## src/rtl/param_counter_pkg.sv

```systemverilog
// Shared encodings for the parameterised up/down counter.
// Latency: n/a (types and a pure function only).
// Backpressure: n/a; the counter has no flow control.
//
// Contents:
//   mode_e    overflow mode encoding as seen on the 2-bit mode input
//   state_e   two-state FSM encoding (RUN, STOP)
//   norm_mode folds the spare mode code onto WRAP
package param_counter_pkg;

  // Overflow behaviour at the terminal value. The fourth code is not a
  // separate behaviour; it is folded onto WRAP by norm_mode().
  typedef enum logic [1:0] {
    MODE_WRAP     = 2'b00,
    MODE_SAT      = 2'b01,
    MODE_ONESHOT  = 2'b10,
    MODE_WRAP_ALT = 2'b11
  } mode_e;

  // STOP is only ever entered from ONESHOT mode.
  typedef enum logic {
    ST_RUN  = 1'b0,
    ST_STOP = 1'b1
  } state_e;

  // Map the raw mode pins onto the three real behaviours so that the
  // next-value logic never has to special-case the spare code.
  function automatic mode_e norm_mode(input logic [1:0] i_mode);
    mode_e r_m;
    case (i_mode)
      2'b01:   r_m = MODE_SAT;
      2'b10:   r_m = MODE_ONESHOT;
      default: r_m = MODE_WRAP;
    endcase
    return r_m;
  endfunction

endpackage

```

## src/rtl/param_counter_next.sv

```systemverilog
// Combinational next-value, terminal and overflow-event logic for param_counter.
// Latency: purely combinational, zero cycles.
// Backpressure: none; outputs are only consumed on a count event or a load.
//
// Ports:
//   i_value        current registered count (always <= MAX)
//   i_up           direction, 1 = up, 0 = down
//   i_mode         normalised overflow mode (WRAP, SAT, ONESHOT)
//   i_load_value   raw load value
//   o_count_value  value the register takes if a count event happens
//   o_wrap_evt     a count event now would be a WRAP rollover
//   o_ovf_evt      a count event now would attempt to pass the terminal
//   o_stop_evt     a count event now would move the FSM into STOP
//   o_load_value   load value clipped to MAX
module param_counter_next
  import param_counter_pkg::*;
#(
  parameter int unsigned      WIDTH = 8,
  parameter logic [WIDTH-1:0] MAX   = {WIDTH{1'b1}}
) (
  input  logic [WIDTH-1:0] i_value,
  input  logic             i_up,
  input  mode_e            i_mode,
  input  logic [WIDTH-1:0] i_load_value,
  output logic [WIDTH-1:0] o_count_value,
  output logic             o_wrap_evt,
  output logic             o_ovf_evt,
  output logic             o_stop_evt,
  output logic [WIDTH-1:0] o_load_value
);

  logic [WIDTH-1:0] w_terminal;
  logic [WIDTH-1:0] w_step;
  logic             w_at_term;

  // The terminal follows the direction pin every cycle, so a direction
  // change simply retargets the next count event.
  assign w_terminal = i_up ? MAX : '0;
  assign w_at_term  = (i_value == w_terminal);

  // Only used when not at the terminal, so it can never leave 0..MAX.
  assign w_step = i_up ? (i_value + 1'b1) : (i_value - 1'b1);

  // Loads above MAX saturate so the register never leaves 0..MAX.
  assign o_load_value = (i_load_value > MAX) ? MAX : i_load_value;

  always_comb begin
    o_count_value = i_value;
    o_wrap_evt    = 1'b0;
    o_ovf_evt     = 1'b0;
    o_stop_evt    = 1'b0;

    if (!w_at_term) begin
      o_count_value = w_step;
      // ONESHOT stops on the edge that lands on the terminal, not the
      // one after it, so no overflow is flagged for a clean arrival.
      o_stop_evt    = (i_mode == MODE_ONESHOT) && (w_step == w_terminal);
    end else begin
      o_ovf_evt = 1'b1;
      case (i_mode)
        MODE_SAT: begin
          o_count_value = i_value;
        end
        MODE_ONESHOT: begin
          o_count_value = i_value;
          o_stop_evt    = 1'b1;
        end
        default: begin
          // WRAP: roll to the opposite end of the range.
          o_count_value = i_up ? '0 : MAX;
          o_wrap_evt    = 1'b1;
        end
      endcase
    end
  end

endmodule

```

## src/rtl/param_counter.sv

```systemverilog
// Parameterised up/down counter with WRAP / SAT / ONESHOT overflow modes.
// Latency: one clock from clear/load/count to value, wrap, ovf and done.
// Backpressure: none; en gates counting and is ignored while done is high.
//
// Ports:
//   clk         rising-edge clock
//   reset       asynchronous active-low reset (value=INIT, flags 0, RUN)
//   clear       synchronous clear to INIT, highest synchronous priority
//   load        synchronous load of min(load_value, MAX)
//   load_value  value to load
//   en          count enable (only honoured in RUN)
//   up          direction: 1 up towards MAX, 0 down towards 0
//   mode        00 WRAP, 01 SAT, 10 ONESHOT, 11 WRAP
//   value       registered count, always within 0..MAX
//   wrap        one-cycle pulse following each WRAP rollover
//   ovf         sticky: a count was attempted past the terminal
//   done        high while the FSM sits in STOP
//
// Parameter legality (WIDTH 2..32, MAX < 2**WIDTH, INIT <= MAX) is the
// instantiator's responsibility; MAX's width enforces the middle one.
module param_counter
  import param_counter_pkg::*;
#(
  parameter int unsigned      WIDTH = 8,
  // All-ones, i.e. 2**WIDTH-1, written so it stays valid at WIDTH=32.
  parameter logic [WIDTH-1:0] MAX   = {WIDTH{1'b1}},
  parameter logic [WIDTH-1:0] INIT  = '0
) (
  input  logic             clk,
  input  logic             reset,
  input  logic             clear,
  input  logic             load,
  input  logic [WIDTH-1:0] load_value,
  input  logic             en,
  input  logic             up,
  input  logic [1:0]       mode,
  output logic [WIDTH-1:0] value,
  output logic             wrap,
  output logic             ovf,
  output logic             done
);

  state_e           r_state;
  logic [WIDTH-1:0] r_value;
  logic             r_wrap;
  logic             r_ovf;

  state_e           w_state_nxt;
  logic [WIDTH-1:0] w_value_nxt;
  logic             w_wrap_nxt;
  logic             w_ovf_nxt;

  mode_e            w_mode;
  logic [WIDTH-1:0] w_count_value;
  logic [WIDTH-1:0] w_load_clip;
  logic             w_wrap_evt;
  logic             w_ovf_evt;
  logic             w_stop_evt;

  assign w_mode = norm_mode(mode);

  param_counter_next #(
    .WIDTH (WIDTH),
    .MAX   (MAX)
  ) u_next (
    .i_value       (r_value),
    .i_up          (up),
    .i_mode        (w_mode),
    .i_load_value  (load_value),
    .o_count_value (w_count_value),
    .o_wrap_evt    (w_wrap_evt),
    .o_ovf_evt     (w_ovf_evt),
    .o_stop_evt    (w_stop_evt),
    .o_load_value  (w_load_clip)
  );

  // Next-state and next-datapath decode. clear beats load beats count,
  // so at most one action lands on any edge. wrap defaults low so it can
  // only ever be a single-cycle pulse.
  always_comb begin
    w_state_nxt = r_state;
    w_value_nxt = r_value;
    w_wrap_nxt  = 1'b0;
    w_ovf_nxt   = r_ovf;

    if (clear) begin
      w_value_nxt = INIT;
      w_ovf_nxt   = 1'b0;
      w_state_nxt = ST_RUN;
    end else if (load) begin
      w_value_nxt = w_load_clip;
      w_ovf_nxt   = 1'b0;
      w_state_nxt = ST_RUN;
    end else begin
      case (r_state)
        ST_RUN: begin
          if (en) begin
            w_value_nxt = w_count_value;
            w_wrap_nxt  = w_wrap_evt;
            w_ovf_nxt   = r_ovf | w_ovf_evt;
            if (w_stop_evt) begin
              w_state_nxt = ST_STOP;
            end
          end
        end
        ST_STOP: begin
          // Parked: en, up and mode are all ignored until clear or load.
          w_state_nxt = ST_STOP;
        end
        default: begin
          w_state_nxt = ST_RUN;
        end
      endcase
    end
  end

  // Reset wins over everything in flight, including a same-cycle clear,
  // load or count, and takes effect without waiting for an edge.
  always_ff @(posedge clk or negedge reset) begin
    if (!reset) begin
      r_state <= ST_RUN;
      r_value <= INIT;
      r_wrap  <= 1'b0;
      r_ovf   <= 1'b0;
    end else begin
      r_state <= w_state_nxt;
      r_value <= w_value_nxt;
      r_wrap  <= w_wrap_nxt;
      r_ovf   <= w_ovf_nxt;
    end
  end

  assign value = r_value;
  assign wrap  = r_wrap;
  assign ovf   = r_ovf;
  assign done  = (r_state == ST_STOP);

endmodule

```

## config.mk

```make
export PLATFORM = sky130hd
export DESIGN_NAME = param_counter
export DESIGN_NICKNAME = d
export VERILOG_FILES = /design/src/rtl/param_counter_pkg.sv /design/src/rtl/param_counter_next.sv /design/src/rtl/param_counter.sv
export SDC_FILE = /design/constraint.sdc
export NUM_CORES = 1
export LEC_CHECK = 0
export ABC_AREA = 0
export BUFFER_PORTS_ARGS = -buffer_cell sky130_fd_sc_hd__buf_2
export CORE_ASPECT_RATIO = 1.2
export CORE_MARGIN = 10
export CORE_UTILIZATION = 40
export CTS_CLUSTER_SIZE = 28
export DETAILED_ROUTE_END_ITERATION = 7
export PLACE_DENSITY = 0.62
export SYNTH_ARGS = -nofsm -noshare
export SYNTH_HDL_FRONTEND = slang
export SYNTH_SLANG_ARGS = --single-unit
```

## constraint.sdc

```tcl
create_clock -name clk -period 2.93 [get_ports clk]
set_input_delay 0.293 -clock clk [delete_from_list [all_inputs] [get_ports clk]]
set_output_delay 0.293 -clock clk [all_outputs]
set_load 0.005 [all_outputs]
```

---- After elaboration in Yosys (flattened, before gate mapping) ----
Index checks and enable logic that the tools add are counted.
word-level totals
  bits in registers ....................... 11
  input bits .............................. 16
  output and inout bits ................... 11
  logic and storage cells ................. 51
operators by class
  add/sub/neg operators ................... 2
  $lt $le $gt $ge ......................... 1
  equal/unequal tests ..................... 8
  muxes and demuxes ....................... 29
  bitwise logic cells ..................... 2
  reduce and logical (&&, ||, !) cells .... 5
operators with widths
  operator                                                                count
  8-bit two-way mux                                                       10
  1-bit two-way mux                                                       17
  8-bit equality test                                                     2
  8-bit by 1-bit adder with 8-bit output (second input constant)          1
  8-bit greater-than comparator (second input constant)                   1
  8-bit by 1-bit subtractor with 8-bit output (second input constant)     1
  2-bit by 1-bit equality test with 1-bit output (second input constant)  2
  2-bit equality test (second input constant)                             2
  4-bit != test (second input constant)                                   1
  2-bit case mux with 2 select lines                                      1
  3-bit != test (second input constant)                                   1
  3-bit AND reduction                                                     1
  3-bit nonzero test                                                      1
  1-bit case mux with 2 select lines                                      1
  2-bit AND reduction                                                     1
  2-bit OR reduction                                                      1
  1-bit logical AND                                                       1
  1-bit NOT                                                               1
  1-bit bitwise OR                                                        1

---- Depth between registers and ports, before layout ----
Gate-level depths: netlist of run 1.
  depth in word-level cells ............... 10
  gate-level depth with buffers ........... 9
  depth with buffers taken out ............ 8

---- Hierarchy ----
A second synthesis of run 1 with hierarchy kept.
unflattened totals
  cells, all modules ...................... 139
  area, all modules ....................... 1280.0 um^2
modules (own cells, without submodules)
  module              times used  cells each  area an instance (um^2)  sequential area each (um^2)
  param_counter_next  1           90          683.2                    0.0
  param_counter       1           49          596.8                    275.3

---- Worst setup path after synthesis of run 1 ----
OpenSTA, ideal clock, no wires.
  path kind ............................... in2reg
  from .................................... input up
  to ...................................... register r_state, in the netlist done
  library setup time ...................... 0.076 ns
  arrival time ............................ 2.163 ns
  setup slack ............................. 0.691 ns
  stages on the path ...................... 8
  path buffers ............................ 0
  path through ............................ inv_1 ha_1 a21oi_2 a21oi_1 or4_4 a2111oi_2 a22oi_1 o21ai_1
on the way
  word-level cells in the longest chain between the ends .. 9
  elaborated cells on any way between the ends .. 11
  those cells by class .................... eq/ne: 2; mux: 8; reduce/logical: 1
RTL lines
  what                                         line                                                RTL
  start, declared                              param_counter.sv:35                                 input logic up,
  8-bit two-way mux, on equally long branches  param_counter_next.sv:42, param_counter_next.sv:38
  8-bit equality test                          param_counter_next.sv:57                            o_stop_evt = (i_mode == MODE_ONESHOT) && (w_step == w_terminal);
  1-bit logical AND                            param_counter_next.sv:57
  1-bit two-way mux (*)                        param_counter_next.sv:53                            if (!w_at_term) begin
  1-bit two-way mux (*)                        param_counter.sv:101                                if (w_stop_evt) begin
  1-bit two-way mux (*)                        param_counter.sv:97                                 if (en) begin
  1-bit case mux with 2 select lines (*)       param_counter.sv:95                                 case (r_state)
  1-bit two-way mux (*)                        param_counter.sv:90                                 end else if (load) begin
  1-bit two-way mux (*)                        param_counter.sv:86                                 if (clear) begin
  via w_state_nxt                              param_counter.sv:48                                 state_e w_state_nxt;
  end signal, assigned                         param_counter.sv:126                                r_state <= w_state_nxt;
  end, declared                                param_counter.sv:43                                 state_e r_state;
The timed path passes the listed nets; every way through them passes the cells marked *.
A chain may end at the register's enable or synchronous reset.

---- Worst setup path after layout of run 1 ----
  from .................................... register r_value[0], in the netlist value[0]
  to ...................................... register r_value[6], in the netlist value[6]
on the way
  word-level cells in the longest chain between the ends .. 7
  elaborated cells on any way between the ends .. 11
  those cells by class .................... add/sub: 2; eq/ne: 2; mux: 6; reduce/logical: 1
RTL lines
  what                                                                                                          line                      RTL
  start, declared                                                                                               param_counter.sv:44       logic [WIDTH-1:0] r_value;
  start signal, assigned                                                                                        param_counter.sv:127      r_value <= w_value_nxt;
  8-bit by 1-bit subtractor with 8-bit output / 8-bit by 1-bit adder with 8-bit output (equally long branches)  param_counter_next.sv:42  assign w_step = i_up ? (i_value + 1'b1) : (i_value - 1'b1);
  8-bit two-way mux                                                                                             param_counter_next.sv:42
  8-bit two-way mux                                                                                             param_counter_next.sv:53
  8-bit two-way mux                                                                                             param_counter.sv:97
  8-bit two-way mux                                                                                             param_counter.sv:95
  8-bit two-way mux                                                                                             param_counter.sv:90
  8-bit two-way mux                                                                                             param_counter.sv:86
Several ways; a longest one is shown, not always the timed one. The select of a mux whose other input is x is not followed.

==> results.yml, run 1 <==
timing:
  fin_skew_ns: 0.00172
  slew_headroom: 0.553
  max_freq_ghz: 0.411
  slew_viol_final: 0
  setup_viol: 0
  setup_tns_ns: 0
  rsz0062_at_grt: "no"
  hold_violations: 0
  period_share: 0.830
  worst_pin_slew_ns: 0.653
  fin_crit_ns: 2.43
setup_path:
  cp_cell_sequence: "inv_1, fa_1, nand2b_1, a2111oi_0, a311oi_1, o21ai_0, mux2i_1, o31ai_1"
  crit_start: "value[0]"
  r2r_slack_ns: 0.50
  cpPeakStageDelay_ns: 0.50
  r2r_start: "value[0]"
  worst_setup_path_end_kind: "register"
  cp_max_fo: 7
  start_kind: "register"
  endpoint: "value[6]"
  r2r_cells: 8
  cp.arrival_ns: 2.60
  critPathRequiredTime_ns: 3.10
  slowest_stage: "dfrtp_1"
  worstSetupPathType: "register to register"
  r2r-end: "value[6]"
clocking:
  htree_levels: 1
  tritoncts: "yes"
  cts-root-buf: "clkbuf_4"
  numCtsBuffers: 3
  clock_path_buffers: 2
  clkTransAtPathRegs_ns: 0.07
  post_cts_buffers: 0
  cts_sinks: 11
  insertion_delay_ns: 0.26
power:
  finalPower_uw: 579
  cellLeakagePower_uw: 0.000597
  vdd_drop_max_uv: 264
  powerDensity_mw_per_mm2: 444
placement:
  dp.cells: 182
  gp_congestion: 0.831
  dpl.hpwl_um: 2410
  port_buffers: 26
  place_area_mm2: 0.00127
grt:
  grt_max_degree: 15
  antenna_found_initial: 0
  grt_pass1_vias: 1099
  track_usage: 0.115
  grt_pass1_wl_um: 5000
  grt-ovfl-total: 0
cells_and_area:
  regArea_um2: 275
  fin_nets: 179
  num-fill-cells: 276
  antennaDiodeCount: 0
  drive_gt1_frac: 0.266
  fin_cells: 187
  multiInputGateArea_um2: 791
  design_area_mm2: 0.00130
  syn_to_final_growth_pct: 17.7
drt:
  vias: 1023
  totalWireLength_um: 2910
  vias_per_cell: 5.47
  wl_per_cell_um: 15.6
  dr.first_iter.drc_count: 30
  final_antenna_net_count: 0
  drt_first_pass_iters: 4
  drcViolationCount: 0
floorplanning:
  dieArea_mm2: 0.00528
  start_util: 0.425
  core_area_mm2: 0.00260
  die_h_um: 77.6
  rows: 20
  die_w_um: 68.0
  num_io_pins: 27
synthesis:
  synthMuxAreaShare: 0.0836
  synth_xor_area_frac: 0.0395
  yosysWarnings: 0
  syn_nets: 149
  syn-instance-count: 125
  synthDistinctLibCells: 42
  synth_area_mm2: 0.00111
  synth-seq-cells: 11
  synth_top_family_by_area: "compound AO/OA/AOI/OAI gates"
  syn_avg_cell_area_um2: 8.86
  synth.yosys.seq_area_share: 0.249
  synthFlopType: "dfrtp_1"
  synthSimpleGateAreaFrac: 0.237
  synthAdderAreaFrac: 0.0972
  synth-edff-count: 0
  synth_compound_area_frac: 0.256
  async_flop_share: 1.00
run:
  cap_violations: 0
worst_hold_path:
  hold_class: "input pin to register"
  hold_depth: 2
run_status:
  status: "finished, final reports clean"
## critical path: cells and delay by family (launching register included)
family / cells / cell delay [ns]
AOI/OAI and AO/OA: 4 / 0.94
DFF: 1 / 0.50
adders and majority gates: 1 / 0.49
and+or+nand+nor: 1 / 0.22
buffers and inverters: 1 / 0.10
muxes: 1 / 0.09
## metrics by stage
step                      hold slack (ns)  setup WS, ns   util
after global routing                0.378         0.271  0.501
after floorplan                  -0.00259         0.691      -
after detailed placement            0.177         0.297  0.487
after CTS                           0.344         0.486  0.501
after global placement              0.175         0.336  0.487
final                               0.346         0.499  0.501
## layout by cell type, fill, tap and decap left out, types with 3 or more instances in the layout
| cell type | synthesis | layout |
|---|---|---|
| a2111oi_0 | 3 | 3 |
| nand3_1 | 3 | 3 |
| xor2_1 | 3 | 3 |
| mux2i_1 | 7 | 7 |
| o21ai_0 | 9 | 9 |
| nand2_1 | 13 | 13 |
| dfrtp_1 | 11 | 11 |
| nor2b_1 | 3 | 3 |
| ha_1 | 7 | 7 |
| clkbuf_4 | 0 | 3 |
| inv_1 | 6 | 6 |
| nor2_1 | 6 | 6 |
| o31ai_1 | 9 | 9 |
| nand2b_1 | 3 | 3 |
| buf_2 | 0 | 26 |
| a21oi_1 | 6 | 6 |
## worst min path at each step
stage                     start  endpoint  slack, ns
after global placement    reset       ovf       0.18
after CTS                 clear  value[0]       0.34
after floorplan           reset      done     -0.003
final                     clear  value[0]       0.35
after detailed placement  reset       ovf       0.18
after global routing      clear  value[0]       0.38
## final cells by class
class                           count  share of cell area
Timing Repair Buffer               28               0.113
Clock buffer                        4              0.0202
Tap cell                           33              0.0317
Inverter                            6              0.0173
Sequential cell                    11               0.211
Multi-Input combinational cell    105               0.607
## power by group
group / internal, µW / switching [µW]
logic: 127 / 164
clock network: 52.6 / 48.7
registers: 167 / 19.6
total: 347 / 232
## sequential cells by signal, indices dropped and copies added, names as in the netlist
register	cells
value	8
done	1
ovf	1
wrap	1
## timing repair
action	CTS	global route
hold buffers	1	0
endpoints found under the hold margin	11	0
resized for setup	0	0
## metal layers
metal / track usage / wire (µm) / vias to the layer above
li1: - / - / 529
met1: 0.141 / 1340 / 475
met2: 0.194 / 1480 / 17
met3: 0.0201 / 90 / 2
met4: 0.0323 / 9 / 0
met5: 0 / 0 / -
## cell families (layout without fill, tap and decap cells)
logic type | count (synthesis) | count (layout)
simple gates | 44 | 44
compound gates | 39 | 39
flops | 11 | 11
mux | 9 | 9
buf+inv | 9 | 38
fa+ha+maj | 8 | 8
xor+xnor | 5 | 5
## Yosys cell counts, types with 3 or more instances
cell type | count | area share
nor2b_1 | 3 | 0.017
a2111oi_0 | 3 | 0.024
mux2i_1 | 7 | 0.063
o31ai_1 | 9 | 0.061
nand2_1 | 13 | 0.044
nand3_1 | 3 | 0.014
nor2_1 | 6 | 0.020
xor2_1 | 3 | 0.024
o21ai_0 | 9 | 0.041
dfrtp_1 | 11 | 0.25
inv_1 | 6 | 0.020
ha_1 | 7 | 0.079
nand2b_1 | 3 | 0.017
a21oi_1 | 6 | 0.027
(Power assumes the default switching activity.)
==> run 2, diff against run 1 <==
==> constraint.sdc (replaced) <==
create_clock -name clk -period 2.45 [get_ports clk]
set_input_delay 0.245 -clock clk [delete_from_list [all_inputs] [get_ports clk]]
set_output_delay 0.245 -clock clk [all_outputs]
set_load 0.005 [all_outputs]
==> run 2 against run 1 <==
Effect of this change:
- final cell count up 7.5%
- critical path depth unchanged
- critical path type unchanged
- count of clock-buffer cells in the layout unchanged
- register-to-register slack worse by 0.33 ns
- largest power group unchanged
- total power up 29%
- core utilization up 4.1 points
- clock skew down 0.0011 ns
- critical endpoint is now done
==> results.yml, run 2 (same netlist as run 1, synthesis figures left out) <==
setup_path:
  cp_max_fo: 4
  cp_cell_sequence: "buf_4, ha_1, nand3_1, a21oi_1, or4_4, a2111oi_2, a22oi_1, o21ai_1"
  r2r-end: "done"
  r2r_slack_ns: 0.17
  cpPeakStageDelay_ns: 0.49
  cp.depth: 8
  path_buf_inv: 1
  worstSetupPathType: "register to register"
  critPathRequiredTime_ns: 2.64
  start_kind: "register"
  worst_setup_path_end_kind: "register"
  cp.arrival_ns: 2.47
  path_delay_family: "compound AO/OA/AOI/OAI gates"
  r2r_cells: 8
  r2r_start: "value[1]"
  slowest_stage: "or4_4"
clocking:
  insertion_delay_ns: 0.26
  post_cts_buffers: 0
  tritoncts: "yes"
  htree_levels: 1
  clock_path_buffers: 2
  cts-root-buf: "clkbuf_4"
  clkTransAtPathRegs_ns: 0.07
  cts_sinks: 11
  numCtsBuffers: 3
timing:
  fin_skew_ns: 0.000660
  setup_viol: 0
  setup_tns_ns: 0
  worst_pin_slew_ns: 0.504
  slew_headroom: 0.655
  fin_crit_ns: 2.28
  max_freq_ghz: 0.438
  period_share: 0.931
  rsz0062_at_grt: "no"
  hold_violations: 0
  slew_viol_final: 0
power:
  clkPwrFrac: 0.165
  vdd_drop_max_uv: 319
  netSwitchingFraction: 0.390
  powerDensity_mw_per_mm2: 531
  power_frac_seq: 0.293
  pwr-share-comb: 0.542
  finalPower_uw: 749
  cellLeakagePower_uw: 0.000666
  internal-power_uw: 457
  switching_power_uw: 292
floorplanning:
  die_w_um: 68.0
  rows: 20
  num_io_pins: 27
  start_util: 0.425
  core_area_mm2: 0.00260
  die_h_um: 77.6
  dieArea_mm2: 0.00528
grt:
  grt-ovfl-total: 0
  antenna_found_initial: 0
  grt_max_degree: 15
  grt_pass1_wl_um: 5140
  grt_pass1_vias: 1135
  track_usage: 0.116
placement:
  gp_congestion: 0.779
  port_buffers: 26
  dpl.hpwl_um: 2510
drt:
  final_antenna_net_count: 0
  vias_per_cell: 5.55
  wl_per_cell_um: 15.2
  vias: 1115
  drt_first_pass_iters: 4
  totalWireLength_um: 3050
  drcViolationCount: 0
  dr.first_iter.drc_count: 90
run:
  cap_violations: 0
cells_and_area:
  final_common_cell: "buf_2"
  most-common-layout-cells: "buf_2, buf_4, nand2_1"
  syn_to_final_growth_pct: 27.3
  drive_gt1_frac: 0.327
  antennaDiodeCount: 0
  largest_reg_flops: 8
  fin_nets: 193
worst_hold_path:
  min_to: "value[0]"
  hold_class: "input pin to register"
  min_from: "clear"
  hold_depth: 2
run_status:
  status: "finished, final reports clean"
## run 2: power groups by stage
stage | clock (µW) | sequential [µW] | combinational, µW
after floorplan | 0 | 222 | 250
after global routing | 132 | 223 | 454
final | 123 | 220 | 406
after CTS | 126 | 220 | 405
after detailed placement | 0 | 223 | 400
after global placement | 0 | 223 | 394
## run 2: worst reg2reg max path, delay by kind of cell, from the launching register on
family          cells  cell delay, ns
flops               1            0.39
fa+ha+maj           1            0.30
buf+inv             1            0.15
simple gates        2            0.62
compound gates      4            0.74
## run 2: repair_timing
item	CTS	global route
endpoints found under the setup margin	0	2
hold buffers	1	0
endpoints found under the hold margin	11	0
resized for setup	0	1
## run 2: stage by stage
step | setup WS, ns | area (µm²) | util | instances | hold WS [ns]
5_1_grt | 0.00895 | 1410 | 0.542 | 201 | 0.341
3_5_place_dp | 0.0267 | 1370 | 0.527 | 196 | 0.131
4_1_cts | 0.160 | 1410 | 0.541 | 201 | 0.305
3_3_place_gp | 0.0592 | 1370 | 0.527 | 196 | 0.128
2_1_floorplan | 0.244 | 1110 | - | 125 | -0.0506
6_report | 0.169 | 1410 | 0.542 | 201 | 0.304
## run 2: area by class of cell
class,count,area (µm²)
clock buffer,4,26.3
fill,265,1190
inverter,6,22.5
multi-input combinational,105,792
sequential,11,275
tap,33,41.3
timing repair buffer,42,253
## run 2: how the worst max path moves through the flow
| stage | start | endpoint | slack [ns] |
|---|---|---|---|
| 4_1_cts | value[0] | value[6] | 0.16 |
| 2_1_floorplan | value[2] | done | 0.24 |
| 3_3_place_gp | up | value[3] | 0.06 |
| 3_5_place_dp | up | value[3] | 0.03 |
| 6_report | value[1] | done | 0.17 |
| 5_1_grt | value[0] | value[6] | 0.009 |
## run 2: routing by layer
metal  vias to the layer above  wire length, µm  global-route usage
met5                         -                0                   0
met4                         0                9              0.0242
met3                         2              157              0.0172
met2                        28             1450               0.177
met1                       523             1440               0.166
li1                        562                -                   -
==> run 3, diff against run 2 <==
--- a/config.mk
+++ b/config.mk
@@ -7,12 +7,14 @@
 export LEC_CHECK = 0
 export ABC_AREA = 0
 export BUFFER_PORTS_ARGS = -buffer_cell sky130_fd_sc_hd__buf_2
+export CAP_MARGIN = 20
 export CORE_ASPECT_RATIO = 1.2
 export CORE_MARGIN = 10
 export CORE_UTILIZATION = 40
 export CTS_CLUSTER_SIZE = 28
 export DETAILED_ROUTE_END_ITERATION = 7
-export PLACE_DENSITY = 0.62
+export PLACE_DENSITY = 0.61
 export SYNTH_ARGS = -nofsm -noshare
 export SYNTH_HDL_FRONTEND = slang
+export SYNTH_HIERARCHICAL = 1
 export SYNTH_SLANG_ARGS = --single-unit
==> run 3 against run 2 <==
Effect of this change:
- count of clock-buffer cells in the layout unchanged
- critical endpoint unchanged
- synthesized cell count up 11%
- cell area up 7.4%
- final cell count up 2.0%
- register-to-register slack worse by 0.04 ns
- sequential share of layout area down 1.3 points
- setup slack worse by 0.044 ns
- area after synthesis up 16%
- clock skew up 0.0038 ns
- core utilization down 5.1 points
==> results.yml, run 3 <==
setup_path:
  slowest_stage: "fa_2"
  path_buf_inv: 0
  cp.arrival_ns: 2.51
  critPathRequiredTime_ns: 2.64
  worstSetupPathType: "register to register"
  cpPeakStageDelay_ns: 0.42
  start_kind: "register"
  path_delay_family: "compound AO/OA/AOI/OAI gates"
  cp_max_fo: 3
  cp_cell_sequence: "fa_2, a211o_1, a2111oi_4, nor3b_2, a2111oi_2, a41oi_1, o21ai_1, a21oi_1, nor3_1"
  worst_setup_path_end_kind: "register"
drt:
  dr.first_iter.drc_count: 61
  wl_per_cell_um: 16.4
  wl_met2_um: 1700
  drt_first_pass_iters: 4
  totalWireLength_um: 3370
  wl_met1_um: 1520
  wl_met3_um: 123
  drcViolationCount: 0
  vias_per_cell: 5.66
  vias: 1160
  final_antenna_net_count: 0
  top_layer_used: "met4"
synthesis:
  async_flop_share: 1.00
  syn-instance-count: 139
  syn_nets: 163
  yosysMostFrequentCell: "mux2i_1"
  synth_area_leaders: "dfrtp_1, mux2i_1, o31ai_2"
  synth-edff-count: 0
  synth.yosys.seq_area_share: 0.215
  synth-seq-cells: 11
  ys_top_cells_by_count: "mux2i_1, a21oi_1, nand3_1"
  synth_largest_area_cell: "dfrtp_1"
  synthDistinctLibCells: 42
  synth_area_mm2: 0.00128
  yosysWarnings: 6
  synth_top_area_share: 0.215
  synthFlopType: "dfrtp_1"
  syn_avg_cell_area_um2: 9.21
clocking:
  insertion_delay_ns: 0.27
  cts_sinks: 11
  clkTransAtPathRegs_ns: 0.08
  tritoncts: "yes"
  cts-root-buf: "clkbuf_4"
  clock_path_buffers: 2
  htree_levels: 1
  numCtsBuffers: 3
power:
  cellLeakagePower_uw: 0.000679
  vdd_drop_max_uv: 291
  powerDensity_mw_per_mm2: 532
cells_and_area:
  fin_cells: 205
  num-fill-cells: 314
  final_common_cell: "buf_2"
  antennaDiodeCount: 0
  largest_reg_flops: 8
  syn_to_final_growth_pct: 18.3
  fin_nets: 194
  most-common-layout-cells: "buf_2, mux2i_1, a21oi_1, nand3_1"
  drive_gt1_frac: 0.379
  post-route-util: 0.491
floorplanning:
  rows: 22
  num_io_pins: 27
  core_area_mm2: 0.00308
  start_util: 0.415
  die_w_um: 71.6
  die_h_um: 82.0
  dieArea_mm2: 0.00587
grt:
  grt_max_degree: 15
  track_usage: 0.116
  antenna_found_initial: 0
  grt_pass1_wl_um: 5690
  grt_pass1_vias: 1231
  grt-ovfl-total: 0
run:
  cap_violations: 0
timing:
  fin_crit_ns: 2.32
  period_share: 0.949
  rsz0062_at_grt: "yes"
  slew_headroom: 0.636
  setup_viol: 0
  max_freq_ghz: 0.430
  slew_viol_final: 0
  setup_tns_ns: 0
  whs_ns: 0.301
  hold_violations: 0
  layout_setup_ws_ns: 0.125
  fin_skew_ns: 0.00444
  worst_pin_slew_ns: 0.544
placement:
  gp_congestion: 0.819
  dp.cells: 200
  pre_cts_ws_ns: -0.0476
  dpl.hpwl_um: 2710
  port_buffers: 26
worst_hold_path:
  hold_class: "input pin to register"
run_status:
  status: "finished, final reports clean"
-- run 3: final timing paths --
kind                          start  endpoint  slack (ns)  cells after the start
max                        value[0]      done        0.13                      9
min                              en      done        0.30                      3
max reg2reg                value[0]      done        0.13                      9
min reg2reg                     ovf       ovf        0.59                      2
max in group asynchronous     reset  value[6]        1.85                      2
min in group asynchronous     reset       ovf        0.37                      2
-- run 3: area by class of cell --
class                           count  area (µm²)  area share
Clock buffer                        4        26.3      0.0174
Multi-Input combinational cell    111         910       0.601
Inverter                            4        15.0     0.00992
Tap cell                           36        45.0      0.0298
Sequential cell                    11         275       0.182
Timing Repair Buffer               39         243       0.160
-- run 3: timing repair --
item	CTS	global route
resized for setup	1	3
hold buffers	1	0
setup endpoints to repair	1	1
buffers inserted	0	0
hold endpoints to repair	11	0
gates cloned	0	0
pin swaps	0	2
-- run 3: report_power, final --
group / total, µW / switching (µW) / internal [µW]
Clock: 128 / 64.9 / 63.0
Sequential: 219 / 18.6 / 200
Combinational: 458 / 248 / 210
-- run 3: cells by family after synthesis --
logic type               count (synthesis)  synth area share
multiplexers                            14             0.109
XOR/XNOR                                 3            0.0205
AND/OR/NAND/NOR                         46             0.212
adder cells (fa/ha/maj)                  8            0.0841
buffers and inverters                   17            0.0919
AO/OA/AOI/OAI                           40             0.267
flip-flops                              11             0.215
-- run 3: worst register-to-register path, delay by kind of cell, from the launching register on --
kind                     cells  cell delay [ns]
AO/OA/AOI/OAI                6             1.19
adder cells (fa/ha/maj)      1             0.42
flip-flops                   1             0.41
AND/OR/NAND/NOR              2             0.23
-- run 3: metrics by stage --
| step | cell area, µm² | total power (µW) |
|---|---|---|
| 3_3_place_gp | 1460 | 652 |
| 3_5_place_dp | 1460 | 660 |
| 6_report | 1510 | 805 |
| 4_1_cts | 1490 | 795 |
| 5_1_grt | 1510 | 875 |
| 2_1_floorplan | 1280 | 529 |
-- run 3: metal layers --
layer,up-vias,global-route usage
met5,-,0
met1,556,0.141
met3,5,0.0302
met2,21,0.201
li1,578,-
met4,0,0.0233
